### config.mk
export PLATFORM = sky130hd
export DESIGN_NAME = fetch_unit_flat
export DESIGN_NICKNAME = d
export VERILOG_FILES = /design/src/rtl/fetch_unit_if.sv /design/src/rtl/fetch_unit.sv /design/src/flat_wrapper.sv
export SDC_FILE = /design/constraint.sdc
export NUM_CORES = 1
export LEC_CHECK = 0
export ABC_AREA = 1
export BUFFER_PORTS_ARGS = -buffer_cell sky130_fd_sc_hd__buf_2
export CAP_MARGIN = 20
export CORE_ASPECT_RATIO = 2
export CORE_MARGIN = 1.5
export CORE_UTILIZATION = 55
export CTS_BUF_LIST = sky130_fd_sc_hd__clkbuf_2
export DETAILED_ROUTE_END_ITERATION = 8
export GPL_TIMING_DRIVEN = 0
export PLACE_DENSITY = 0.78
export RECOVER_POWER = 25
export SLEW_MARGIN = 10
export SYNTH_ARGS = -nofsm -noshare
export SYNTH_HDL_FRONTEND = slang
export SYNTH_SLANG_ARGS = --single-unit
### constraint.sdc
create_clock -name clk -period 11 [get_ports clk]
set_clock_uncertainty 0.1 [all_clocks]
set_input_delay 2.2 -clock clk [delete_from_list [all_inputs] [get_ports clk]]
set_output_delay 2.2 -clock clk [all_outputs]
set_load 0.01 [all_outputs]
### src/rtl/fetch_unit_if.sv
// Bundle of fetch-unit handshakes: instruction memory read port, decode-side
// instruction stream, and the redirect path from execute.
interface fetch_unit_if;
  logic        mem_req_valid;
  logic        mem_req_ready;
  logic [31:0] mem_req_addr;
  logic        mem_rsp_valid;
  logic [31:0] mem_rsp_data;
  logic        instr_valid;
  logic        instr_ready;
  logic [31:0] instr_data;
  logic [31:0] instr_pc;
  logic        redirect_valid;
  logic [31:0] redirect_pc;
  logic        redirect_misaligned;

  modport master (
    output mem_req_valid, mem_req_addr,
    input  mem_req_ready,
    input  mem_rsp_valid, mem_rsp_data,
    output instr_valid, instr_data, instr_pc,
    input  instr_ready,
    input  redirect_valid, redirect_pc,
    output redirect_misaligned
  );

  modport slave (
    input  mem_req_valid, mem_req_addr,
    output mem_req_ready,
    output mem_rsp_valid, mem_rsp_data,
    input  instr_valid, instr_data, instr_pc,
    output instr_ready,
    output redirect_valid, redirect_pc,
    input  redirect_misaligned
  );
endinterface

### src/rtl/fetch_unit.sv
// Instruction fetch: credit-limited in-order memory reads into a small
// instruction buffer, with redirect flushing and stale-response discarding.
module fetch_unit #(
  parameter logic [31:0] RESET_PC = 32'h0000_0000,
  parameter int          DEPTH    = 2
) (
  input  logic         clk,
  input  logic         rst,
  fetch_unit_if.master bus
);
  localparam int CW = $clog2(DEPTH + 1);
  localparam int PW = $clog2(DEPTH);

  typedef enum logic [1:0] {IDLE, RUN, FLUSH} state_t;

  state_t        state, state_nxt;
  logic [31:0]   fpc, fpc_nxt, rsp_pc, req_addr, redir_pc;
  logic          req_valid, stale_pend, mis;
  logic [CW-1:0] out_cnt, cnt, disc_cnt;
  logic [CW-1:0] out_nxt, cnt_nxt, disc_nxt;
  logic [CW:0]   credit_sum;
  logic [PW-1:0] head, tail;
  logic [31:0]   buf_data [DEPTH];
  logic [31:0]   buf_pc   [DEPTH];
  logic          accept, rsp, redir, pop, keep, push, stale_acc, hold, have;

  always_comb begin
    have       = (cnt != '0);
    accept     = req_valid && bus.mem_req_ready;
    hold       = req_valid && !bus.mem_req_ready;
    redir      = bus.redirect_valid && (state != IDLE);
    rsp        = bus.mem_rsp_valid && (out_cnt != '0);
    pop        = have && bus.instr_ready;
    keep       = rsp && (disc_cnt == '0) && !redir;
    // Full buffer with a response should be impossible; drop rather than overwrite.
    push       = keep && ((cnt != CW'(DEPTH)) || pop);
    stale_acc  = accept && stale_pend;
    redir_pc   = {bus.redirect_pc[31:2], 2'b00};
    out_nxt    = out_cnt + CW'(accept) - CW'(rsp);
    cnt_nxt    = redir ? '0 : cnt + CW'(push) - CW'(pop);
    disc_nxt   = redir ? out_nxt
                       : disc_cnt + CW'(stale_acc) - CW'(rsp && (disc_cnt != '0));
    // A held stale request must not advance fpc: it already points at the target.
    fpc_nxt    = redir ? redir_pc : ((accept && !stale_pend) ? fpc + 32'd4 : fpc);
    credit_sum = {1'b0, out_nxt} + {1'b0, cnt_nxt};

    state_nxt = state;
    case (state)
      IDLE:       state_nxt = RUN;
      RUN, FLUSH: begin
        if (redir)
          state_nxt = (out_nxt != '0) ? FLUSH : RUN;
        else if ((state == FLUSH) && (disc_nxt == '0))
          state_nxt = RUN;
      end
      default:    state_nxt = IDLE;
    endcase
  end

  always_ff @(posedge clk or negedge rst) begin
    if (!rst) begin
      state      <= IDLE;
      fpc        <= RESET_PC;
      req_valid  <= 1'b0;
      req_addr   <= RESET_PC;
      rsp_pc     <= RESET_PC;
      out_cnt    <= '0;
      cnt        <= '0;
      disc_cnt   <= '0;
      head       <= '0;
      tail       <= '0;
      stale_pend <= 1'b0;
      mis        <= 1'b0;
    end else begin
      state      <= state_nxt;
      fpc        <= fpc_nxt;
      out_cnt    <= out_nxt;
      cnt        <= cnt_nxt;
      disc_cnt   <= disc_nxt;
      mis        <= redir && (bus.redirect_pc[1:0] != 2'b00);
      stale_pend <= redir ? hold : (stale_pend && !accept);
      // A presented request is frozen until accepted, whatever else happens.
      if (!hold) begin
        req_valid <= (state_nxt == RUN) && (credit_sum < (CW+1)'(DEPTH));
        req_addr  <= fpc_nxt;
      end
      if (redir) begin
        head   <= '0;
        tail   <= '0;
        rsp_pc <= redir_pc;
      end else begin
        if (pop)  head   <= head + PW'(1);
        if (push) tail   <= tail + PW'(1);
        if (keep) rsp_pc <= rsp_pc + 32'd4;
      end
    end
  end

  always_ff @(posedge clk) begin
    if (push) begin
      buf_data[tail] <= bus.mem_rsp_data;
      buf_pc[tail]   <= rsp_pc;
    end
  end

  assign bus.mem_req_valid       = req_valid;
  assign bus.mem_req_addr        = req_addr;
  assign bus.instr_valid         = have;
  assign bus.instr_data          = have ? buf_data[head] : '0;
  assign bus.instr_pc            = have ? buf_pc[head] : '0;
  assign bus.redirect_misaligned = mis;
endmodule

### src/flat_wrapper.sv
// flat-port wrapper written by rule: the top's interface ports become plain ports
module fetch_unit_flat 
#(
  parameter logic [31:0] RESET_PC = 32'h0000_0000,
  parameter int          DEPTH    = 2
)
  (clk, rst, bus_mem_req_valid, bus_mem_req_addr, bus_mem_req_ready, bus_mem_rsp_valid, bus_mem_rsp_data, bus_instr_valid, bus_instr_data, bus_instr_pc, bus_instr_ready, bus_redirect_valid, bus_redirect_pc, bus_redirect_misaligned);
  fetch_unit_if bus_i ();
  input  logic clk;
  input  logic rst;
  output wire logic [$bits(bus_i.mem_req_valid)-1:0] bus_mem_req_valid;
  output wire logic [$bits(bus_i.mem_req_addr)-1:0] bus_mem_req_addr;
  input wire logic [$bits(bus_i.mem_req_ready)-1:0] bus_mem_req_ready;
  input wire logic [$bits(bus_i.mem_rsp_valid)-1:0] bus_mem_rsp_valid;
  input wire logic [$bits(bus_i.mem_rsp_data)-1:0] bus_mem_rsp_data;
  output wire logic [$bits(bus_i.instr_valid)-1:0] bus_instr_valid;
  output wire logic [$bits(bus_i.instr_data)-1:0] bus_instr_data;
  output wire logic [$bits(bus_i.instr_pc)-1:0] bus_instr_pc;
  input wire logic [$bits(bus_i.instr_ready)-1:0] bus_instr_ready;
  input wire logic [$bits(bus_i.redirect_valid)-1:0] bus_redirect_valid;
  input wire logic [$bits(bus_i.redirect_pc)-1:0] bus_redirect_pc;
  output wire logic [$bits(bus_i.redirect_misaligned)-1:0] bus_redirect_misaligned;
  assign bus_mem_req_valid = bus_i.mem_req_valid;
  assign bus_mem_req_addr = bus_i.mem_req_addr;
  assign bus_i.mem_req_ready = bus_mem_req_ready;
  assign bus_i.mem_rsp_valid = bus_mem_rsp_valid;
  assign bus_i.mem_rsp_data = bus_mem_rsp_data;
  assign bus_instr_valid = bus_i.instr_valid;
  assign bus_instr_data = bus_i.instr_data;
  assign bus_instr_pc = bus_i.instr_pc;
  assign bus_i.instr_ready = bus_instr_ready;
  assign bus_i.redirect_valid = bus_redirect_valid;
  assign bus_i.redirect_pc = bus_redirect_pc;
  assign bus_redirect_misaligned = bus_i.redirect_misaligned;
  fetch_unit #(.RESET_PC(RESET_PC), .DEPTH(DEPTH)) u_core (.clk(clk), .rst(rst), .bus(bus_i));
endmodule
# After elaboration in Yosys (flattened, before gate mapping)
# Memory sizes are Yosys's and may differ from the RTL's.
# Cells that the tools add are included.
# totals
register_bits	109
mem_bits_rw	128
input_bits	70
out_inout_bits	99
memories	2
# memory_table
name	depth	width	rd	rd_ports_with_merged_regs	write_ports	line	text
u_core.buf_data	2	32	1	0	1	fetch_unit.sv:23	logic [31:0] buf_data [DEPTH];
u_core.buf_pc	2	32	1	0	1	fetch_unit.sv:24	logic [31:0] buf_pc [DEPTH];
# op_classes
addsub	11
order_cmp	1
n_eq_ne	4
n_mux	19
reduce_logical	33
# op_table
cell	count
$mux 32	6
$add 32x3->32 const B	2
$reduce_bool 2->1	9
$logic_and 1x1->1	15
$mux 2	5
$mux 1	7
$add 2x1->2	3
$logic_not 2->1	3
$sub 2x1->2	3
$eq 2x1->1 const B	2
$logic_not 1->1	4
$pmux 2 s2	1
$add 2x2->3	1
$lt 3x2->1 const B	1
$add 1x1->1 const B	2
$eq 2x2->1 const B	1
$ne 2x2->1 const B	1
$reduce_or 2->1	1
$logic_or 1x1->1	1

# Longest topological paths before layout
# Gate-level depths: netlist of the first run.
# logic_depth
ltp_word	12
mapped_depth	18
mapped_depth_nobuf	17

# Least setup slack after synthesis of the first run
# OpenSTA, ideal clock, no wires.
# synth_path
path_kind	input -> register
startpoint	input port bus_redirect_valid
endpoint	memory u_core.buf_data[0][0] (enable)
setup_time_ns	0.482
arrival_time_ns	5.546
required_ns	10.418
path_slack_ns	4.871
path_stages	6
n_path_buf	1
path_cell_list	nand2_1 -> inv_2 -> buf_2 -> nor3b_1 -> inv_1 -> nor2_1
# synth_via
elab_chain_cells	6
# synth_rtl
item	line	text
start: declaration	flat_wrapper.sv:20	input wire logic [$bits(bus_i.redirect_valid)-1:0] bus_redirect_valid;
$logic_and 1x1->1	fetch_unit.sv:31	redir = bus.redirect_valid && (state != IDLE);
$logic_not 1->1	fetch_unit.sv:34	keep = rsp && (disc_cnt == '0) && !redir;
$logic_and 1x1->1	fetch_unit.sv:34	
$logic_and 1x1->1	fetch_unit.sv:36	push = keep && ((cnt != CW'(DEPTH)) || pop);
$mux 1	fetch_unit.sv:100	if (push) begin
$mux 1 (not written as such)	fetch_unit.sv:101	buf_data[tail] <= bus.mem_rsp_data;
end: declaration	fetch_unit.sv:23	
# No other way between the ends.

# Worst setup path after layout of the first run
# layout_path
startpoint	register u_core.cnt[1]
endpoint	output port bus_instr_pc[8]
# layout_via
elab_chain_cells	2
# layout_rtl
item	line	text
start: declaration	fetch_unit.sv:19	logic [CW-1:0] out_cnt, cnt, disc_cnt;
start signal: assignment	fetch_unit.sv:78	cnt <= cnt_nxt;
$reduce_bool 2->1	fetch_unit.sv:28	have = (cnt != '0);
$mux 32	fetch_unit.sv:110	assign bus.instr_pc = have ? buf_pc[head] : '0;
end: declaration	flat_wrapper.sv:18	output wire logic [$bits(bus_i.instr_pc)-1:0] bus_instr_pc;
# No other way between the ends.

==> impl_results.md, run 1 <==
- Status: complete, but fails checks
- Failing checks: max-capacitance violations, max-slew violations
- Pin count of the biggest net entering global routing: 73
- Final slew viol count: 36
- Initial antenna violation count: 1
- Num ports: roughly 170
- Row cnt: between 70 and 80
- Layout Cells excl Fill: approximately 1700
- Area after DPL: roughly 12000 um^2
- Later-pin clock latency in the skew report: between 0.8 and 0.9 ns
- Max frequency: around 0.2 GHz
- Slew @ Worst Pin: roughly 2.2 ns
- Area of the multi-input gates: between 3000 and 4000 um^2
- Hold Crit Class: flop to flop
- Period utilisation layout: between 40% and 50%
- Vias per cell: around 5.2
- Avg Cell Area, Syn: 9.20 um^2
- Vias in the first global route: 8830
- Main synth FF type: edfxtp_1
- Commonest cells post-synth: nand2_1, edfxtp_1, dfrtp_1
- Placed insts: ~1600
- Final setup TNS: 0 ns
- DRC: 0
- Share of cells above drive strength 1: about a fifth
- Buf+Inv Stages, Crit Path: 2
- Crit path from: u_core.cnt[1]
- CORE AREA: 18900 um^2
- Most frequent cell after synthesis: nand2_1
- Inserted Clock Buffers: 47
- CTS tree: yes
- Post-CTS Setup Repair Bufs: 0
- Die Ht: 200 um
- Hold Slack: 0.382 ns
- CTS max path bufs: 3
- Reg clk slew, reported paths: about 0.12 ns
- GRT met1 Usage: around a quarter
- Via count: between 8000 and 9000
- CP endpoint kind: output pin
- Tmin final: 5.01 ns
- First-pass GRT wire length: around 43000 um
- Clock sink total: 231
- #FFs+latches synth: between 200 and 250
- Horiz. Die Dim: roughly 100 um
- P per Cell Area: between 200 and 300 nW/um^2
- Gr usage total: a little over a quarter
- FFs w/ async S/R, synth: 46.3%
- Crit path max fanout: 10
- Final nets: 1464
- Post-Syn Instances: 1161
- Final Cell Area: approximately 12000 um^2
- Final GP Congestion: 0.952
- Initial core utilization: a little under three fifths
- Routed WL: about 27000 um
- Gates resized, CTS repair: 0
- Met3 Use GR: under 10%
- DP Worst Slack: between 6 and 7 ns
- Distinct cell type count after synthesis: 44
- Synth top area share: between 30% and 40%
- Fill count: ~1600
- Register Area: approximately 6400 um^2
- Die area: around 20000 um^2
- Final worst slack: about 6.0 ns
- Hpwl dp: between 20000 and 25000 um
- H-Tree Depth: 2
- Synth warnings: 0
- Post-synth top area cell: edfxtp_1
- Max Cap Viol: 1
- Synth area leaders: edfxtp_1, dfrtp_1, nand2_1
- Crit path max-delay family: simple AND/OR/NAND/NOR gates
- CP Data Required Time: slightly below 9 ns
- GR Overflow Total: 0
- Port buffer count: between 150 and 200
- Cell Chain, Critical Path: nor2_1 -> clkbuf_1 -> a21oi_1 -> buf_2
- Drt first-iter violations: between 500 and 600
- Clock root cell: clkbuf_2
- VDD IR max: ~160 uV
- Hold path startpoint: u_core.bus.mem_req_addr[25]
- Crit Path Class: flop to output pin
- Post-synth EDFFs: 124
- Slowest-stage cell, CP: nor2_1
- Mapped cell area: ~11000 um^2
- Crit path largest cell delay: between 0.7 and 0.8 ns
- Final setup fails: 0
- Reg-to-reg critical path startpoint: u_core.cnt[1]
- Sequential fraction of the synthesis area: roughly three fifths
- Final Hold Viols: 0
- Cts-stage hold buffer count: 0
- GR peak layer: met2
- CP Launch Type: flop
- Final ANT Viol Nets: 0
- Area delta synth->final: 16.0%
- Met2 GRT Util: between 50% and 60%
- Crit path DAT: approximately 2.7 ns
- DR WL/cell: about 16 um
- Router iterations before antenna repair: 6
- RSZ-0062 raised after global routing: false
- Leakage power: roughly 0.0057 uW
- Relative slew slack: -44.6%
-- placed cells by master (no fill, tap or decap), types with 8 or more instances in the layout --
cell        n
nand2_1   405
buf_2     167
edfxtp_1  124
dfrtp_1   107
a21oi_1    94
nor2_1     86
inv_1      81
clkbuf_2   64
nand3_1    42
clkbuf_1   38
o21ai_0    28
a31oi_1    19
nand4_1    18
nor3_1     15
ha_1       11
clkinv_1   11
o21ai_1    10
nand3b_1    9
clkinv_2    9
xor2_1      8
-- layer usage --
layer  wire, um  part of all wire [%]  up-vias
met3       1270                   4.6      109
met1       9330                    34     4046
met5          0                     0        -
met4       1920                   7.0        0
li1           -                     -     4323
met2      14800                    54      283
-- worst register-to-register path, stage by stage (launching register included) --
cell and delay, ns:
dfrtp_1 0.42, nor2_1 0.73, nor2_1 0.17, ha_1 0.32, inv_1 0.06, ha_1 0.13
inv_1 0.05, nand2_1 0.06, nand2_1 0.04, nor2_1 0.15, inv_1 0.08, fa_1 0.54
nand2_1 0.05, a21oi_1 0.12, nand2_1 0.07, nand2_1 0.06
-- metrics by stage --
step / util, % / power, uW
6_report: 65.5 / 3160
5_1_grt: 65.5 / 3400
4_1_cts: 65.5 / 3180
3_5_place_dp: 63.2 / 2670
3_3_place_gp: 62.5 / 2620
2_1_floorplan: - / 2180
-- layout make-up --
cell class,instances,share of cell area (%)
sequential,231,51.7
timing repair buffer,171,7.49
inverter,87,2.64
tap,255,2.58
clock inverter,22,0.970
buffer,44,1.48
multi-input combinational,800,30.6
clock buffer,64,2.59
antenna,1,0.0202
-- sequential cells by signal, indices dropped and copies added (netlist names) --
name,flops
u_core.state,2
u_core.bus.redirect_misaligned,1
u_core.out_cnt,2
u_core.bus.mem_req_addr,32
u_core.fpc,32
u_core.cnt,2
u_core.head,1
u_core.buf_pc,60
u_core.rsp_pc,30
u_core.tail,1
u_core.buf_data,64
u_core.disc_cnt,2
u_core.stale_pend,1
u_core.bus.mem_req_valid,1
-- where the power goes --
group | total (uW) | switching (uW) | internal [uW]
sequential | 1390 | 209 | 1180
combinational | 1260 | 834 | 429
clock | 506 | 321 | 185
total | 3160 | 1360 | 1800
-- path summary, 6_finish.rpt --
path,endpoint,slack (ns),depth (start not counted)
max in group asynchronous,u_core.rsp_pc[26],7.62,1
max,bus_instr_pc[8],5.99,4
min reg2reg,u_core.bus.mem_req_addr[25],0.38,2
max reg2reg,u_core.bus.mem_req_valid,7.78,15
min,u_core.bus.mem_req_addr[25],0.38,2
min in group asynchronous,u_core.cnt[0],1.91,1
-- logic make-up (layout without fill, tap and decap cells) --
logic type	after synthesis	count (layout)	share of synthesized area, %
other cells	1	3	0.0351
simple gates	608	608	24.4
buf+inv	131	388	4.78
compound gates	164	164	8.21
fa+ha+maj	12	12	1.48
xor+xnor	14	14	1.15
flops	231	231	59.9
Note: power is estimated with default switching activity, not from simulation.
==> run 2, diff against run 1 <==
--- a/config.mk
+++ b/config.mk
@@ -5,16 +5,16 @@
 export SDC_FILE = /design/constraint.sdc
 export NUM_CORES = 1
 export LEC_CHECK = 0
-export ABC_AREA = 1
+export ABC_AREA = 0
 export BUFFER_PORTS_ARGS = -buffer_cell sky130_fd_sc_hd__buf_2
 export CAP_MARGIN = 20
 export CORE_ASPECT_RATIO = 2
 export CORE_MARGIN = 1.5
-export CORE_UTILIZATION = 55
+export CORE_UTILIZATION = 53
 export CTS_BUF_LIST = sky130_fd_sc_hd__clkbuf_2
 export DETAILED_ROUTE_END_ITERATION = 8
 export GPL_TIMING_DRIVEN = 0
-export PLACE_DENSITY = 0.78
+export PLACE_DENSITY = 0.79
 export RECOVER_POWER = 25
 export SLEW_MARGIN = 10
 export SYNTH_ARGS = -nofsm -noshare
==> constraint.sdc (replaced) <==
create_clock -name clk -period 4.1 [get_ports clk]
set_clock_uncertainty 0.1 [all_clocks]
set_input_delay 0.82 -clock clk [delete_from_list [all_inputs] [get_ports clk]]
set_output_delay 0.82 -clock clk [all_outputs]
set_load 0.01 [all_outputs]
==> run 2 against run 1 <==
Net effect:
- the run still ends with max-capacitance violations, max-slew violations left
- worst setup slack lost 5.5 ns
- synthesized area down 5.4%
- sequential power grew to 2.7 times the previous value
- highest routed layer unchanged
- synthesized cell count down 30%
- global-route usage decreased by 3.6 points
- non-clock buffer count is 4 lower
- count of clock-buffer cells in the layout increased by 2
- sequential share of layout area up 2.5 points
- routed wire length down 14%
- die area down 1.8%
- first-iteration DRC count fell by 17%
==> impl_results.md, run 2 <==
- Met3 wire length: 1300 um
- Initial antenna violation count: 2
- Register Area: ~6400 um^2
- Most frequent cell after synthesis: edfxtp_1
- Final setup fails: 0
- Routed WL: ~24000 um
- Placed insts: 1240
- Die area: ~20000 um^2
- Inserted Clock Buffers: 47
- Later-pin clock latency in the skew report: roughly 0.84 ns
- Router iterations before antenna repair: 5
- Status: complete, but fails checks
- Post-CTS Setup Repair Bufs: 0
- CTS max path bufs: 3
- Routed met1 length: between 7000 and 8000 um
- Final worst slack: around 0.51 ns
- Crit path DAT: approximately 2.7 ns
- Vias in the first global route: roughly 7500
- Clock sink total: roughly 230
- Clock root cell: clkbuf_2
- Commonest cells post-synth: edfxtp_1, nor2_1, dfrtp_1
- Area of the multi-input gates: 3490 um^2
- Final Hold Viols: 0
- CP Data Required Time: roughly 3.2 ns
- CTS tree: yes
- Row cnt: 71
- P per Cell Area: a little over 700 nW/um^2
- Gates resized, CTS repair: 0
- Failing checks: max-capacitance violations, max-slew violations
- Most common cell after layout, fill and taps aside: buf_2
- Met2 WL: 13000 um
- Post-Syn Instances: between 800 and 900
- Slowest-stage cell, CP: buf_1
- Sequential fraction of the synthesis area: roughly 63%
- Synth area leaders: edfxtp_1, dfrtp_1, mux2i_1
- Main synth FF type: edfxtp_1
- Final ANT Viol Nets: 0
- CORE AREA: ~19000 um^2
- Total Power: 8380 uW
- Share of cells above drive strength 1: 25.3%
- Synth top area share: between 30 and 40%
- DP Worst Slack: slightly above 0.7 ns
- Tmin final: ~3.6 ns
- Period utilisation layout: 87.5%
- Leakage power: 0.00481 uW
- RSZ-0062 raised after global routing: false
- FFs w/ async S/R, synth: between 40 and 50%
- #FFs+latches synth: about 230
- VDD IR max: between 400 and 500 uV
- Crit Path Class: flop to output pin
- Final nets: between 1000 and 1500
- Hold Crit Class: primary input to flop
- Via count: around 7300
- DR WL/cell: 17.8 um
- Crit path max fanout: 10
- Fill count: roughly 1500
- Max reg flops: 64
- Avg Cell Area, Syn: about 12 um^2
- Most frequent cells in the layout: buf_2, edfxtp_1, nor2_1
- Slew @ Worst Pin: 1.55 ns
- Reg with most FFs: u_core.buf_data
- Post-synth top area cell: edfxtp_1
- Horiz. Die Dim: between 100 and 150 um
- Largest regs: u_core.buf_data x64, u_core.buf_pc x60
- Post-synth EDFFs: between 100 and 150
- H-Tree Depth: 2
- Area after DPL: roughly 11000 um^2
- DRC: 0
- Relative slew slack: -3.17%
- Gr usage total: roughly a quarter
- Die Ht: between 150 and 200 um
- Final Cell Area: approximately 12000 um^2
- Initial core utilization: roughly 54%
- Synth warnings: 0
- Hpwl dp: ~18000 um
- Drt first-iter violations: between 400 and 500
- CP Launch Type: flop
- Buf+Inv Stages, Crit Path: 3
- Port buffer count: ~170
- Area delta synth->final: 16.9%
- First-pass GRT wire length: 36300 um
- Max Cap Viol: 1
- Reg clk slew, reported paths: ~0.14 ns
- CP endpoint kind: output pin
- Final slew viol count: 26
- Cell Chain, Critical Path: clkbuf_1 -> buf_1 -> mux2i_1 -> nor2_1 -> buf_2
- Max frequency: ~0.28 GHz
- Layout Cells excl Fill: 1329
- Num ports: roughly 170
- Highest routed layer: met4
- Mapped cell area: about 10000 um^2
- Pin count of the biggest net entering global routing: 83
- Final GP Congestion: 0.917
- Vias per cell: around 5.5
- GR Overflow Total: 0
- Crit path largest cell delay: 0.65 ns
- Util after Layout: between 60 and 70%
- Distinct cell type count after synthesis: 56
- Crit path max-delay family: buffers and inverters
==> run 2: changes by cell type after synthesis, moves of 14 or more <==
cell / previous run / this run
inv_1: 81 / 17
mux2i_1: 0 / 68
o21ai_0: 28 / 14
a21oi_1: 94 / 40
xor2_1: 8 / 25
nand3_1: 42 / 17
nand2_1: 405 / 56
nor2_1: 88 / 119
and3_1: 1 / 15
mux2_2: 0 / 16
==> run 2: metrics by stage <==
stage / hold slack (ns) / TNS [ns]
after floorplan: 0.342 / 0
after global placement: 0.353 / -63.80
after detailed placement: 0.356 / 0
after CTS: 0.00809 / 0
after global routing: 0.0353 / 0
final: 0.0491 / 0
==> run 2: layout make-up <==
class / count / area share, %
clock buffer: 66 / 2.80
antenna: 2 / 0.0424
clock inverter: 20 / 1.12
multi-input combinational: 527 / 29.6
buffer: 41 / 1.37
inverter: 17 / 0.540
timing repair buffer: 170 / 7.64
sequential: 231 / 54.2
tap: 255 / 2.70
==> run 2: repair_timing <==
action                     CTS  global route
setup endpoints to repair    0             0
hold endpoints to repair    25             0
hold buffers                 1             0
==> run 2: path summary, 6_finish.rpt <==
kind | start | to | slack [ns] | depth (start not counted)
setup / recovery | u_core.head | bus_instr_pc[28] | 0.51 | 5
min in group asynchronous | rst | u_core.rsp_pc[20] | 0.79 | 2
max in group asynchronous | rst | u_core.rsp_pc[17] | 2.00 | 3
hold reg to reg | u_core.rsp_pc[17] | u_core.buf_pc[1][17] | 0.34 | 0
setup reg to reg | u_core.cnt[1] | u_core.bus.mem_req_valid | 0.86 | 11
hold / removal | bus_mem_rsp_data[1] | u_core.buf_data[1][1] | 0.05 | 1
==> run 2: kinds of logic (layout without fill, tap and decap cells) <==
group	after synthesis	in the layout	synth area share (%)
muxes	85	85	8.67
buffers and inverters	58	314	2.23
AOI/OAI and AO/OA	98	98	6.13
adders and majority gates	12	12	1.56
other	1	4	0.0371
DFF	231	231	63.3
xor gates and xnor gates	39	39	3.38
and+or+nand+nor	291	291	14.6
==> run 2: routing by layer <==
| layer | vias to the layer above | track usage, % |
|---|---|---|
| met5 | - | 0 |
| met4 | 0 | 17.6 |
| met3 | 97 | 4.24 |
| met2 | 269 | 44.5 |
| met1 | 3514 | 22.4 |
| li1 | 3429 | - |
==> run 2: worst register-to-register path, stage by stage (launching register included) <==
cell	delay (ns)
dfrtp_1	0.42
nor2_1	0.62
inv_1	0.12
and2_1	0.21
ha_1	0.27
inv_1	0.04
ha_1	0.19
xnor2_1	0.20
xnor2_1	0.15
nand2_1	0.12
fa_1	0.51
a41o_1	0.19
==> run 2: where the power goes <==
group	total (uW)	switching [uW]	internal [uW]
clock network	1430	865	564
registers	3750	554	3200
logic	3200	1910	1290
total	8380	3330	5050
